===== src/rtl/regfile_wb_arbiter_pkg.sv =====
// Shared types and defaults for the register-file write-back arbiter.
// Holds the priority-state encoding and datapath width defaults.
package regfile_wb_arbiter_pkg;

  localparam int ADDR_W_DEF = 5;
  localparam int DATA_W_DEF = 32;
  localparam int CNT_W      = 16;

  typedef enum logic {
    PRI0 = 1'b0,
    PRI1 = 1'b1
  } pri_e;

endpackage


===== src/rtl/regfile_wb_arbiter_rr_arb2.sv =====
// Two-requester round-robin grant logic and priority FSM.
// Grants are combinational; the FSM flips to favour the loser.
import regfile_wb_arbiter_pkg::*;

module rr_arb2 (
  input  logic clk,
  input  logic rst,
  input  logic i_valid0,
  input  logic i_valid1,
  input  logic i_hold,
  output logic o_gnt0,
  output logic o_gnt1
);

  pri_e r_state;
  pri_e w_next;
  logic w_g0;
  logic w_g1;

  always_ff @(posedge clk or posedge rst) begin
    if (rst) r_state <= PRI0;
    else     r_state <= w_next;
  end

  always_comb begin
    w_g0   = 1'b0;
    w_g1   = 1'b0;
    w_next = r_state;
    if (!rst && !i_hold) begin
      unique case (1'b1)
        (i_valid0 && !i_valid1): w_g0 = 1'b1;
        (i_valid1 && !i_valid0): w_g1 = 1'b1;
        (i_valid0 && i_valid1): begin
          w_g0 = (r_state == PRI0);
          w_g1 = (r_state == PRI1);
        end
        default: ;
      endcase
    end
    if (w_g0) w_next = PRI1;
    if (w_g1) w_next = PRI0;
  end

  assign o_gnt0 = w_g0;
  assign o_gnt1 = w_g1;

endmodule


===== src/rtl/regfile_wb_arbiter.sv =====
// Write-back arbiter: merges two write requesters into one
// register-file write port with one-cycle registered latency.
import regfile_wb_arbiter_pkg::*;

module regfile_wb_arbiter #(
  parameter int ADDR_W = ADDR_W_DEF,
  parameter int DATA_W = DATA_W_DEF
) (
  input  logic              clk,
  input  logic              rst,
  input  logic              req0_valid,
  input  logic [ADDR_W-1:0] req0_addr,
  input  logic [DATA_W-1:0] req0_data,
  output logic              req0_ready,
  input  logic              req1_valid,
  input  logic [ADDR_W-1:0] req1_addr,
  input  logic [DATA_W-1:0] req1_data,
  output logic              req1_ready,
  input  logic              hold,
  output logic              regwrite,
  output logic [ADDR_W-1:0] wa,
  output logic [DATA_W-1:0] wd,
  output logic              last_grant,
  output logic [CNT_W-1:0]  conflict_cnt
);

  logic              w_gnt0;
  logic              w_gnt1;
  logic              w_acc;
  logic [ADDR_W-1:0] w_addr;
  logic [DATA_W-1:0] w_data;
  logic              w_both;

  logic              r_regwrite;
  logic [ADDR_W-1:0] r_wa;
  logic [DATA_W-1:0] r_wd;
  logic              r_last;
  logic [CNT_W-1:0]  r_cnt;

  rr_arb2 u_arb (
    .clk      (clk),
    .rst      (rst),
    .i_valid0 (req0_valid),
    .i_valid1 (req1_valid),
    .i_hold   (hold),
    .o_gnt0   (w_gnt0),
    .o_gnt1   (w_gnt1)
  );

  assign req0_ready = w_gnt0;
  assign req1_ready = w_gnt1;
  assign w_acc  = (req0_valid && w_gnt0) || (req1_valid && w_gnt1);
  assign w_addr = w_gnt1 ? req1_addr : req0_addr;
  assign w_data = w_gnt1 ? req1_data : req0_data;
  assign w_both = req0_valid && req1_valid;

  always_ff @(posedge clk or posedge rst) begin
    if (rst) begin
      r_regwrite <= 1'b0;
      r_wa       <= '0;
      r_wd       <= '0;
      r_last     <= 1'b0;
    end else if (w_acc) begin
      // Register 0 is hard-wired; accept but suppress the write strobe.
      r_regwrite <= (w_addr != '0);
      r_wa       <= w_addr;
      r_wd       <= w_data;
      r_last     <= w_gnt1;
    end else begin
      r_regwrite <= 1'b0;
    end
  end

  always_ff @(posedge clk or posedge rst) begin
    if (rst)
      r_cnt <= '0;
    else if (w_both && (r_cnt != '1))
      r_cnt <= r_cnt + 1'b1;
  end

  assign regwrite     = r_regwrite;
  assign wa           = r_wa;
  assign wd           = r_wd;
  assign last_grant   = r_last;
  assign conflict_cnt = r_cnt;

endmodule


===== config.mk =====
export PLATFORM = sky130hd
export DESIGN_NAME = regfile_wb_arbiter
export DESIGN_NICKNAME = d
export VERILOG_FILES = /design/src/rtl/regfile_wb_arbiter_pkg.sv /design/src/rtl/regfile_wb_arbiter_rr_arb2.sv /design/src/rtl/regfile_wb_arbiter.sv
export SDC_FILE = /design/constraint.sdc
export NUM_CORES = 1
export LEC_CHECK = 0
export CORE_MARGIN = 5
export CORE_UTILIZATION = 43
export DETAILED_ROUTE_END_ITERATION = 10
export PLACE_DENSITY = 0.86
export SYNTH_ARGS = -nofsm -noshare
export SYNTH_HDL_FRONTEND = slang
export SYNTH_SLANG_ARGS = --single-unit

===== constraint.sdc =====
create_clock -name clk -period 4.9 [get_ports clk]
set_input_delay 0.735 -clock clk [delete_from_list [all_inputs] [get_ports clk]]
set_output_delay 0.735 -clock clk [all_outputs]
set_load 0.005 [all_outputs]

; ---- After elaboration in Yosys (flattened, before gate mapping)
; Cells that the tools add are included.
; W data, S select, Z words.
[op_classes]
n_addsub = 1
n_mul = 0
n_div = 0
n_lt_le_gt_ge = 0
n_eq_ne = 1
shifts = 0
mux = 9
bitwise_logic = 1
reduce_logical = 14
[ops]
columns = cell, count
row1 = $mux W32, 1
row2 = $add A16 B1 Y16 const B, 1
row3 = $ne A16 B16 Y1 const B, 1
row4 = $logic_and A1 B1 Y1, 7
row5 = $mux W1, 5
row6 = $mux W5, 1
row7 = $reduce_bool A5 Y1, 1
row8 = $logic_not A1 Y1, 4
row9 = $pmux W1 S2, 2
row10 = $reduce_bool A2 Y1, 1
row11 = $logic_or A1 B1 Y1, 1
row12 = $not A1 Y1, 1
[word_totals]
reg_bits = 56
latch_bits = 0
ramBits = 0
romBits = 0
output_inout_bits = 57
word_cells = 32
memories = 0

; ---- Logic depth before layout (Yosys ltp)
; Gate-level depths: netlist of the first run.
[logic_depth]
word_depth = 7
depth_mapped = 6

; ---- Cells and area by module
; Synthesis of the first run repeated with hierarchy kept, for this count alone.
[unflattened]
cells_unflattened = 255
area_unflattened_um2 = 2692.6
[by_module_without_submodules]
columns = mod, n_inst, cells_each, area_per_inst_um2, seq_area_each_um2
row1 = regfile_wb_arbiter, 1, 247, 2621.3, 1376.3
row2 = rr_arb2, 1, 8, 71.3, 25.0

; ---- Worst setup path before layout of the first run
; No wires, ideal clock.
[synth_path]
path_type = input port to output port
startpoint = in hold
endpoint = out req0_ready
arrival_ns = 1.402
required_time_ns = 4.165
slack_ns = 2.763
stages = 4
path_buffers = 2
cell_sequence = nor2_1 > and3_1 > buf_4 > buf_2
[synth_between]
elab_chain_cells = 3
[synth_rtl]
columns = element, line_no
row1 = start: declaration, regfile_wb_arbiter.sv:19  ; input logic hold,
row2 = $logic_not A1 Y1, regfile_wb_arbiter_rr_arb2.sv:29  ; if (!rst && !i_hold) begin
row3 = $logic_and A1 B1 Y1, regfile_wb_arbiter_rr_arb2.sv:29
row4 = $mux W1, regfile_wb_arbiter_rr_arb2.sv:29
row5 = end: declaration, regfile_wb_arbiter.sv:14  ; output logic req0_ready,
; No other way between the ends.

; ---- Final worst setup path of the first run
[layout_path]
startpoint = in rst
endpoint = out req1_ready
[layout_between]
elab_chain_cells = 3
[layout_rtl]
columns = element, line_no
row1 = start: declaration, regfile_wb_arbiter.sv:10  ; input logic rst,
row2 = $logic_not A1 Y1, regfile_wb_arbiter_rr_arb2.sv:29
row3 = $logic_and A1 B1 Y1, regfile_wb_arbiter_rr_arb2.sv:29
row4 = $mux W1, regfile_wb_arbiter_rr_arb2.sv:29
row5 = end: declaration, regfile_wb_arbiter.sv:18  ; output logic req1_ready,
; No other way between the ends.

==> results by group, run 1 <==
Power
  – Pwr per Cell Area: between 300 and 400 mW/mm2
  – Leak pwr: around 1.8 nW
  – Peak VDD IR: about 170 uV
  – Overall Power: approximately 1.3 mW

Logic synthesis
  – Synth Area per Inst: between 10 and 15 um2
  – Synth unique cells: 37
  – Syn nets: between 300 and 400
  – Seq cells post-synth: 56
  – Synth Cell Area: 0.002596 mm2
  – Seq/Total Area, Yosys: between 50% and 60%
  – Yosys warning count: 0
  – Post-Synthesis Cells: ~230

Floorplanning
  – Die width: just under 90 um
  – Die area: ~0.0077 mm2
  – # IOs: around 140
  – Row count: 28
  – Chip height: approximately 88 um
  – Initial core utilization: between 40% and 50%
  – Placeable Area: around 0.006 mm2

Drt
  – Antenna-violating nets left: 0
  – Residual DRC count: 0
  – Initial DRC Count: about 150
  – Drt first pass iters: 4
  – Final WL: slightly above 7000 um
  – Via density per instance: 5.303
  – Total number of vias: around 2300
  – DR WL/cell: roughly 16 um

Placed design
  – Gpl congestion: slightly below 0.8
  – I/O Buffers: 135
  – Pre-CTS setup slack: between 1 and 1.5 ns
  – Post-DP HPWL: 5344 um

Global route
  – Global-route wire length before repair: approximately 11000 um
  – GRT overflow: 0
  – Vias in the first global route: about 2400
  – Total track usage: between 10% and 20%
  – Antenna violations before repair: 0
  – Largest net degree at the start of global routing: 50

Timing
  – Slew Limit Headroom: between 20% and 30%
  – Setup_tns: 0 ns
  – Final setup violation count: 0
  – Final count of pins violating max slew: 0
  – RSZ-0062 raised after global routing: no
  – Fin crit share: a little under three quarters
  – Final critical-path setup slack: roughly 1.4 ns
  – Fmax achieved: approximately 290 MHz
  – Worst-Margin Slew: roughly 1.1 ns
  – Final min period: roughly 3.5 ns
  – Hold Vio Cnt, Final: 0
  – Worst Skew: 0.005295 ns

Worst hold path
  – Min-Delay Path Class: reg -> reg
  – Hold depth: 2

Critical path
  – Critical Path Start Type: input port
  – Max incr delay on CP: ~0.6 ns
  – CP endpoint kind: output pin
  – FF-to-FF path depth: 5
  – CP Max Fanout: just over 40
  – CP max stage cell: clkdlybuf4s50_1
  – Most common cell on crit path: clkdlybuf4s50_1
  – CP cell instances: clkdlybuf4s50_1, nor2_1, and3_2, buf_4, clkdlybuf4s50_1
  – Data arrival, critical path: between 2 and 3 ns
  – Worst Path Buf+Inv: 3
  – Critical Path RT: 4.16 ns
  – Critical path's top delay family: buffers and inverters
  – Flop2flop setup slack: 3.19 ns
  – Crit path depth: 5
  – Critical path class: in -> out

Final layout
  – Layout net count: 440
  – Diodes inserted: 0
  – Commonest non-fill, non-tap cell in the layout: clkdlybuf4s50_1
  – Layout cells sized above 1: 5.540%
  – Commonest non-fill, non-tap cells in the layout: clkdlybuf4s50_1, dfrtp_1, inv_1
  – Layout area overhead: 56.96%

Clock tree
  – CTS tree: done
  – CTS H-tree lvls: 2
  – CTS Buffer Depth: 2
  – Post-CTS Setup Inserts: 0
  – Clock sinks: 56
  – Hold buffers post-CTS: 0
  – Clk Latency, worst-skew pair: 0.29 ns
  – TritonCTS Buffers: 5
  – Root buffer cell: clkbuf_8
  – Cts repair resizes: 0
  – Clock Pin Slew Worst Setup and Hold Paths: approximately 0.090 ns

Run
  – Max-cap viol count: 0

Status
  – Status: completed
metal layers:
| layer | up-vias | global-route usage, % | share of wire (%) |
|---|---|---|---|
| li1 | 1103 | - | - |
| met1 | 1114 | 22.97 | 39 |
| met2 | 91 | 32.47 | 52 |
| met3 | 4 | 4.704 | 8.3 |
| met4 | 0 | 5.858 | 0.96 |
| met5 | - | 0 | 0 |
worst paths after layout:
kind                            startpoint                to
setup / recovery                       rst        req1_ready
hold / removal                      wd[22]            wd[22]
setup reg to reg           conflict_cnt[0]  conflict_cnt[14]
hold reg to reg                     wd[22]            wd[22]
max in group asynchronous              rst            wd[23]
min in group asynchronous              rst     u_arb.r_state
Yosys cell counts, drive strengths merged:
library cell | count | area [um2]
a22oi | 1 | 7.510
ha | 1 | 12.51
xor2 | 5 | 43.79
and4 | 3 | 26.28
and3 | 4 | 25.02
buf | 10 | 93.83
mux2i | 11 | 110.1
mux2 | 5 | 56.30
o21ai | 15 | 75.07
o21bai | 1 | 7.510
or4 | 2 | 15.01
clkbuf | 4 | 15.01
a211oi | 5 | 42.54
nor3 | 3 | 26.28
a222oi | 26 | 260.3
xnor2 | 4 | 35.03
inv | 30 | 112.6
nand4 | 4 | 40.04
nor2b | 1 | 6.260
a31oi | 2 | 12.51
dfrtp | 56 | 1401
nand2b | 3 | 18.77
and2 | 1 | 6.260
nand3 | 9 | 45.04
nor2 | 4 | 22.52
nand2 | 16 | 60.06
a21oi | 3 | 18.77
registers in the layout, indices dropped and copies added, names as in the netlist:
register / flops
regwrite: 1
conflict_cnt: 16
wa: 5
u_arb.r_state: 1
last_grant: 1
wd: 32
tightest hold or removal path, stage by stage (launching register included):
cell and delay, ns:
dfrtp_1 0.35, nand2_1 0.04, o21ai_0 0.06
cells by family after synthesis:
group / count (synthesis) / synth area share, %
fa+ha+maj: 1 / 0.4819
flops: 56 / 53.98
buf+inv: 44 / 8.530
simple gates: 50 / 11.23
xor+xnor: 9 / 3.036
mux: 16 / 6.410
compound gates: 53 / 16.34
final cells by class:
type	count	area (um2)
Clock buffer	6	72.57
Clock inverter	2	35.03
Fill cell	465	1810
Inverter	30	112.6
Multi-Input combinational cell	129	985.9
Sequential cell	56	1401
Tap cell	75	93.84
Timing Repair Buffer	138	1374
power breakdown:
group	switching, mW	total (mW)	internal, mW	leakage (nW)
clock	0.136	0.288	0.152	0.0552
sequential	0.0711	0.615	0.544	0.710
combinational	0.131	0.380	0.249	1.05
total	0.338	1.28	0.945	1.82
stage by stage:
| stage | area [um2] | cells | hold slack, ns | util [%] |
|---|---|---|---|---|
| floorplan | 2596 | 229 | 0.4718 | - |
| global placement | 3968 | 428 | 0.4632 | 67.41 |
| detailed placement | 3968 | 428 | 0.4703 | 67.41 |
| CTS | 4075 | 436 | 0.4929 | 69.24 |
| global route | 4075 | 436 | 0.5100 | 69.24 |
| finish | 4075 | 436 | 0.4870 | 69.24 |
No activity file was read; power rests on OpenSTA's default activity.
==> inputs of run 2 (changes only) <==
--- a/config.mk
+++ b/config.mk
@@ -6,9 +6,9 @@
 export NUM_CORES = 1
 export LEC_CHECK = 0
 export CORE_MARGIN = 5
-export CORE_UTILIZATION = 43
+export CORE_UTILIZATION = 40
 export DETAILED_ROUTE_END_ITERATION = 10
-export PLACE_DENSITY = 0.86
+export PLACE_DENSITY = 0.81
 export SYNTH_ARGS = -nofsm -noshare
 export SYNTH_HDL_FRONTEND = slang
 export SYNTH_SLANG_ARGS = --single-unit
==> constraint.sdc (replaced) <==
create_clock -name clk -period 3.5 [get_ports clk]
set_input_delay 0.525 -clock clk [delete_from_list [all_inputs] [get_ports clk]]
set_output_delay 0.525 -clock clk [all_outputs]
set_load 0.005 [all_outputs]
==> run 2 against run 1 <==
  * Clock skew grew 0.00056 ns
  * Flip-flop and latch count is the same
  * Sequential power grew 40%
  * Clock power grew 24%
  * Critical path type unchanged
==> results by group, run 2 (same netlist as run 1, synthesis figures left out) <==
Global route
  – Vias in the first global route: 2495 (+3.7%)
  – GRT overflow: 0 (unchanged)
  – Met3 Use GR: 5.000% (+0.30 points)
  – Global-route wire length before repair: 12140 um (+6.0%)
  – Antenna violations before repair: 0 (unchanged)
  – Met2 usage: 30.81% (-1.7 points)
  – Grt peak-use layer: met2
  – Largest net degree at the start of global routing: 41 (-18%)
  – Total track usage: 17.99% (-0.76 points)
  – Met1 Use GR: 21.88% (-1.1 points)

Clock tree
  – Root buffer cell: clkbuf_8
  – Clock Pin Slew Worst Setup and Hold Paths: 0.09 ns (about the same)
  – CTS H-tree lvls: 2 (unchanged)
  – Clock sinks: 56 (unchanged)
  – TritonCTS Buffers: 5 (unchanged)
  – Cts repair resizes: 0 (unchanged)
  – Hold buffers post-CTS: 0 (unchanged)
  – CTS tree: done
  – Clk Latency, worst-skew pair: 0.31 ns (+0.02 ns)
  – CTS Buffer Depth: 2 (unchanged)
  – Post-CTS Setup Inserts: 0 (unchanged)

Final layout
  – Layout net count: 441 (+0.23%)
  – Commonest non-fill, non-tap cell in the layout: clkdlybuf4s50_1
  – Final instance area: 0.004070 mm2 (-0.12%)
  – Layout cells sized above 1: 6.077% (+0.54 points)
  – Filler cells: 506 (+8.8%)
  – Final cell count without fillers: 439 (+0.69%)
  – Commonest non-fill, non-tap cells in the layout: clkdlybuf4s50_1, dfrtp_1, inv_1
  – Layout Utilization: 64.10% (-5.1 points)
  – Diodes inserted: 0 (unchanged)
  – Layout area overhead: 56.77%
  – Max reg flops: 32 (unchanged)

Drt
  – Residual DRC count: 0 (unchanged)
  – Drt first pass iters: 5 (+1)
  – DR WL/cell: 16.56 um (+2.0%)
  – Final WL: 7268 um (+2.7%)
  – Via density per instance: 5.355 (+0.99%)
  – Antenna-violating nets left: 0 (unchanged)
  – Total number of vias: 2351 (+1.7%)
  – Initial DRC Count: 136 (-7.5%)

Power
  – Clock network power share: 20.4% (-2.0 points)
  – Leak pwr: 1.819 nW (about the same)
  – Seq pwr share: 49.3% (+1.4 points)
  – Sw Ratio: 27.45% (+1.1 points)
  – Logic pwr share: 30.3% (+0.7 points)
  – Cell-internal power: 1.269 mW (+34%)
  – Pwr per Cell Area: 429.6 mW/mm2 (+36%)
  – Peak VDD IR: 213.5 uV (+26%)
  – P_sw: 0.4800 mW (+42%)

Status
  – Status: completed

Timing
  – Final count of pins violating max slew: 0 (unchanged)
  – Final setup violation count: 0 (unchanged)
  – Setup_tns: 0 ns (unchanged)
  – Slew Limit Headroom: 65.97% (+42 points)
  – Final critical-path setup slack: 0.8896 ns (-0.5095 ns)
  – Fmax achieved: about 380 MHz
  – RSZ-0062 raised after global routing: no
  – Fin crit share: between 70% and 80%
  – Worst Skew: 0.005853 ns (+0.0005580 ns)
  – Hold Vio Cnt, Final: 0 (unchanged)
  – Worst-Margin Slew: 0.5085 ns (-0.6345 ns)
  – Final min period: between 2 and 3 ns

Floorplanning
  – Die width: 90.57 um (+3.3%)
  – Initial core utilization: 40.89% (-3.2 points)
  – # IOs: 136 (unchanged)
  – Placeable Area: 0.006350 mm2 (+7.9%)
  – Row count: 29 (+3.6%)
  – Chip height: 90.57 um (+3.3%)
  – Die area: 0.008202 mm2 (+6.6%)

Critical path
  – CP endpoint kind: output pin
  – CP Max Fanout: 5 (-88%)
  – Critical path class: in -> out
  – Critical Path RT: 2.97 ns (-1.19 ns)
  – Critical Path Start Type: input port
  – FF-to-FF path depth: 5 (unchanged)
  – Data arrival, critical path: 2.09 ns (-0.68 ns)

Placed design
  – Post-DP HPWL: 5515 um (+3.2%)
  – Placed Area: 0.003978 mm2 (+0.25%)
  – Pre-CTS setup slack: 0.8964 ns (-0.5041 ns)
  – Gpl congestion: 0.8189 (+6.1%)
  – I/O Buffers: 135 (unchanged)
  – Placed insts: 431 (+0.70%)

Worst hold path
  – Hold depth: 2 (unchanged)
  – Min-Delay Path Class: reg -> reg

Run
  – Max-cap viol count: 0 (unchanged)
[run 2: changes by cell type in the layout (fill, tap and decap cells not counted)]
cell       change
buf_4          +1
bufinv_16      -1
clkbuf_1       -1
clkbuf_8       +1
clkinv_2       +1
[run 2: final timing paths]
kind	end	slack, ns	startpoint
max reg2reg	conflict_cnt[14]	1.73	conflict_cnt[0]
max	req1_ready	0.89	rst
min in group asynchronous	conflict_cnt[7]	0.54	rst
max in group asynchronous	wd[21]	2.14	rst
min	wd[23]	0.49	wd[23]
min reg2reg	wd[23]	0.49	wd[23]
[run 2: power groups by stage]
stage                     clock, mW  sequential [mW]  combinational (mW)
final                         0.357            0.861               0.531
after detailed placement          0            0.872               0.539
after global placement            0            0.869               0.526
after floorplan                   0            0.870               0.168
after global routing          0.400            0.878               0.583
after CTS                     0.375            0.862               0.540
[run 2: layout make-up]
class	count	area, um2	share of cell area, %
clock inverter	2	10.01	0.2459
clock buffer	6	82.58	2.029
inverter	30	112.6	2.767
multi-input combinational	129	985.9	24.22
sequential	56	1401	34.43
tap	77	96.34	2.367
timing repair buffer	139	1381	33.94
[run 2: stage by stage]
stage	total power [mW]	hold WS, ns
after detailed placement	1.411	0.4693
after floorplan	1.038	0.4718
after global routing	1.860	0.5187
final	1.749	0.4853
after CTS	1.777	0.4911
after global placement	1.395	0.4630
[run 2: layer usage]
layer	wire, um	share of wire (%)	vias up
met5	0	0	-
met4	121	1.7	0
met3	575	7.9	12
met2	3603	50	102
met1	2966	41	1134
li1	-	-	1103
[run 2: worst max-delay path: stages]
cell             delay (ns)
clkdlybuf4s50_1        0.43
nor2_1                 0.36
and3_2                 0.27
clkdlybuf4s50_1        0.50
==> inputs of run 3 (changes only) <==
--- a/config.mk
+++ b/config.mk
@@ -6,9 +6,9 @@
 export NUM_CORES = 1
 export LEC_CHECK = 0
 export CORE_MARGIN = 5
-export CORE_UTILIZATION = 40
+export CORE_UTILIZATION = 36
 export DETAILED_ROUTE_END_ITERATION = 10
-export PLACE_DENSITY = 0.81
+export PLACE_DENSITY = 0.77
 export SYNTH_ARGS = -nofsm -noshare
 export SYNTH_HDL_FRONTEND = slang
 export SYNTH_SLANG_ARGS = --single-unit
==> constraint.sdc (replaced) <==
create_clock -name clk -period 2.2 [get_ports clk]
set_input_delay 0.33 -clock clk [delete_from_list [all_inputs] [get_ports clk]]
set_output_delay 0.33 -clock clk [all_outputs]
set_load 0.005 [all_outputs]
==> run 3 against run 2 <==
  * Flip-flop and latch count unchanged
  * Critical endpoint unchanged
  * Non-clock buffer count rose by 6
  * Global-route usage shrank 1.4 points
  * Setup slack lost 0.76 ns
==> results by group, run 3 (same netlist as run 1, synthesis figures left out) <==
Floorplanning
  – Placeable Area: 0.007137 mm2 (+12%)
  – Die width: 94.92 um (+4.8%)
  – Die area: 0.009010 mm2 (+9.8%)
  – Initial core utilization: 36.38% (-4.5 points)
  – # IOs: 136 (unchanged)
  – Chip height: 94.92 um (+4.8%)
  – Row count: 31 (+6.9%)

Power
  – Peak VDD IR: 367.0 uV (+72%)
  – Leak pwr: 1.849 nW (+1.7%)
  – Overall Power: 2.779 mW (+59%)
  – Pwr per Cell Area: 669.3 mW/mm2 (+56%)

Critical path
  – Critical path class: in -> out
  – Most common cell on crit path: clkdlybuf4s50_1
  – Critical Path Start Type: input port
  – Worst Setup SP: rst
  – Worst Path Buf+Inv: 2 (unchanged)
  – Critical path's top delay family: buffers and inverters
  – Data arrival, critical path: 1.74 ns (-0.35 ns)
  – FF-to-FF path depth: 4 (-1)
  – Crit path depth: 4 (unchanged)
  – CP Max Fanout: 4 (-1)
  – Flop2flop setup slack: 0.59 ns (-1.14 ns)
  – Max incr delay on CP: 0.54 ns (+0.04 ns)
  – CP endpoint kind: output pin
  – CP cell instances: clkdlybuf4s50_1, nor2_2, and3_2, clkdlybuf4s50_1
  – Critical Path RT: 1.87 ns (-1.10 ns)
  – R2r endpoint: conflict_cnt[1]
  – Reg2reg start: conflict_cnt[8]
  – CP max stage cell: clkdlybuf4s50_1

Timing
  – Hold Vio Cnt, Final: 0 (unchanged)
  – RSZ-0062 raised after global routing: no
  – Fmax achieved: ~480 MHz
  – Fin crit share: 94.28%
  – Slew Limit Headroom: 41.43% (-25 points)
  – Worst Skew: 0.004665 ns (-0.001188 ns)
  – Setup_tns: 0 ns (unchanged)
  – Final count of pins violating max slew: 0 (unchanged)
  – Final setup violation count: 0 (unchanged)
  – WHS: 0.3985 ns (-0.08685 ns)
  – Worst-Margin Slew: 0.8753 ns (+0.3667 ns)
  – Final min period: 2.074 ns

Drt
  – Drt first pass iters: 8 (+3)
  – Total number of vias: 2356 (+0.21%)
  – Initial DRC Count: 190 (+40%)
  – Final WL: 7496 um (+3.1%)
  – Residual DRC count: 0 (unchanged)
  – DR WL/cell: 16.05 um (-3.0%)
  – Antenna-violating nets left: 0 (unchanged)
  – Via density per instance: 5.045 (-5.8%)

Placed design
  – Gpl congestion: 0.8166 (-0.28%)
  – Placed Area: 0.004063 mm2 (+2.1%)
  – I/O Buffers: 135 (unchanged)
  – Post-DP HPWL: 5816 um (+5.5%)

Clock tree
  – Clock Pin Slew Worst Setup and Hold Paths: 0.10 ns (about the same)
  – CTS Buffer Depth: 2 (unchanged)
  – CTS tree: done
  – Clk Latency, worst-skew pair: 0.30 ns (about the same)
  – TritonCTS Buffers: 5 (unchanged)
  – CTS H-tree lvls: 2 (unchanged)
  – Hold buffers post-CTS: 0 (unchanged)
  – Post-CTS Setup Inserts: 0 (unchanged)
  – Root buffer cell: clkbuf_8
  – Clock sinks: 56 (unchanged)
  – Cts repair resizes: 0 (unchanged)

Global route
  – Largest net degree at the start of global routing: 36 (-12%)
  – Total track usage: 16.58% (-1.4 points)
  – Vias in the first global route: 2408 (-3.5%)
  – GRT overflow: 0 (unchanged)
  – Antenna violations before repair: 0 (unchanged)
  – Global-route wire length before repair: 11820 um (-2.7%)

Final layout
  – Layout area overhead: 59.95%
  – Max reg flops: 32 (unchanged)
  – Layout Utilization: 58.19% (-5.9 points)
  – Commonest non-fill, non-tap cells in the layout: clkdlybuf4s50_1, dfrtp_1, inv_1
  – Layout cells sized above 1: 7.880% (+1.8 points)
  – Commonest non-fill, non-tap cell in the layout: clkdlybuf4s50_1
  – Diodes inserted: 0 (unchanged)
  – Final instance area: 0.004153 mm2 (+2.0%)
  – Layout net count: 447 (+1.4%)

Run
  – Max-cap viol count: 0 (unchanged)

Status
  – Status: completed

Worst hold path
  – Min-Delay Path Class: in -> async
[run 3: power by group]
group | internal, mW | switching, mW
logic | 0.568 | 0.301
registers | 1.21 | 0.160
clock network | 0.223 | 0.317
total | 2.00 | 0.778
[run 3: how the worst max path moves through the flow]
stage,end,slack (ns)
final,req1_ready,0.13
after global routing,req1_ready,0.04
after CTS,req1_ready,0.03
after detailed placement,wa[4],0.005
after global placement,req1_ready,0.04
after floorplan,conflict_cnt[0],0.50
[run 3: final cells by class]
class                           count  area [um2]
Sequential cell                    56        1401
Timing Repair Buffer              145        1439
Fill cell                         646        2984
Inverter                           30       112.6
Clock buffer                        5       68.82
Clock inverter                      3       18.77
Multi-Input combinational cell    129       988.4
Tap cell                           99       123.9
[run 3: worst reg2reg max path, stage by stage, from the launching register on]
cell and delay (ns):
dfrtp_1 0.45, and3_1 0.23, and4_1 0.39, a21oi_2 0.12
mux2_1 0.32
[run 3: per-stage QoR]
stage               std cells  worst slack, ns
finish                    467           0.1258
global route              467          0.04163
detailed placement        459         0.004984
global placement          459          0.03617
floorplan                 229           0.4987
CTS                       467          0.02602
[run 3: per-layer routing]
metal  share of wire (%)  GRT usage, %  vias to the layer above  routed length (um)
met1                  42         21.24                     1118                3115
met5                   0             0                        -                   0
li1                    -             -                     1118                   -
met3                 8.6         5.179                        9                 644
met2                  49         27.36                      111                3642
met4                 1.2         3.966                        0                  93
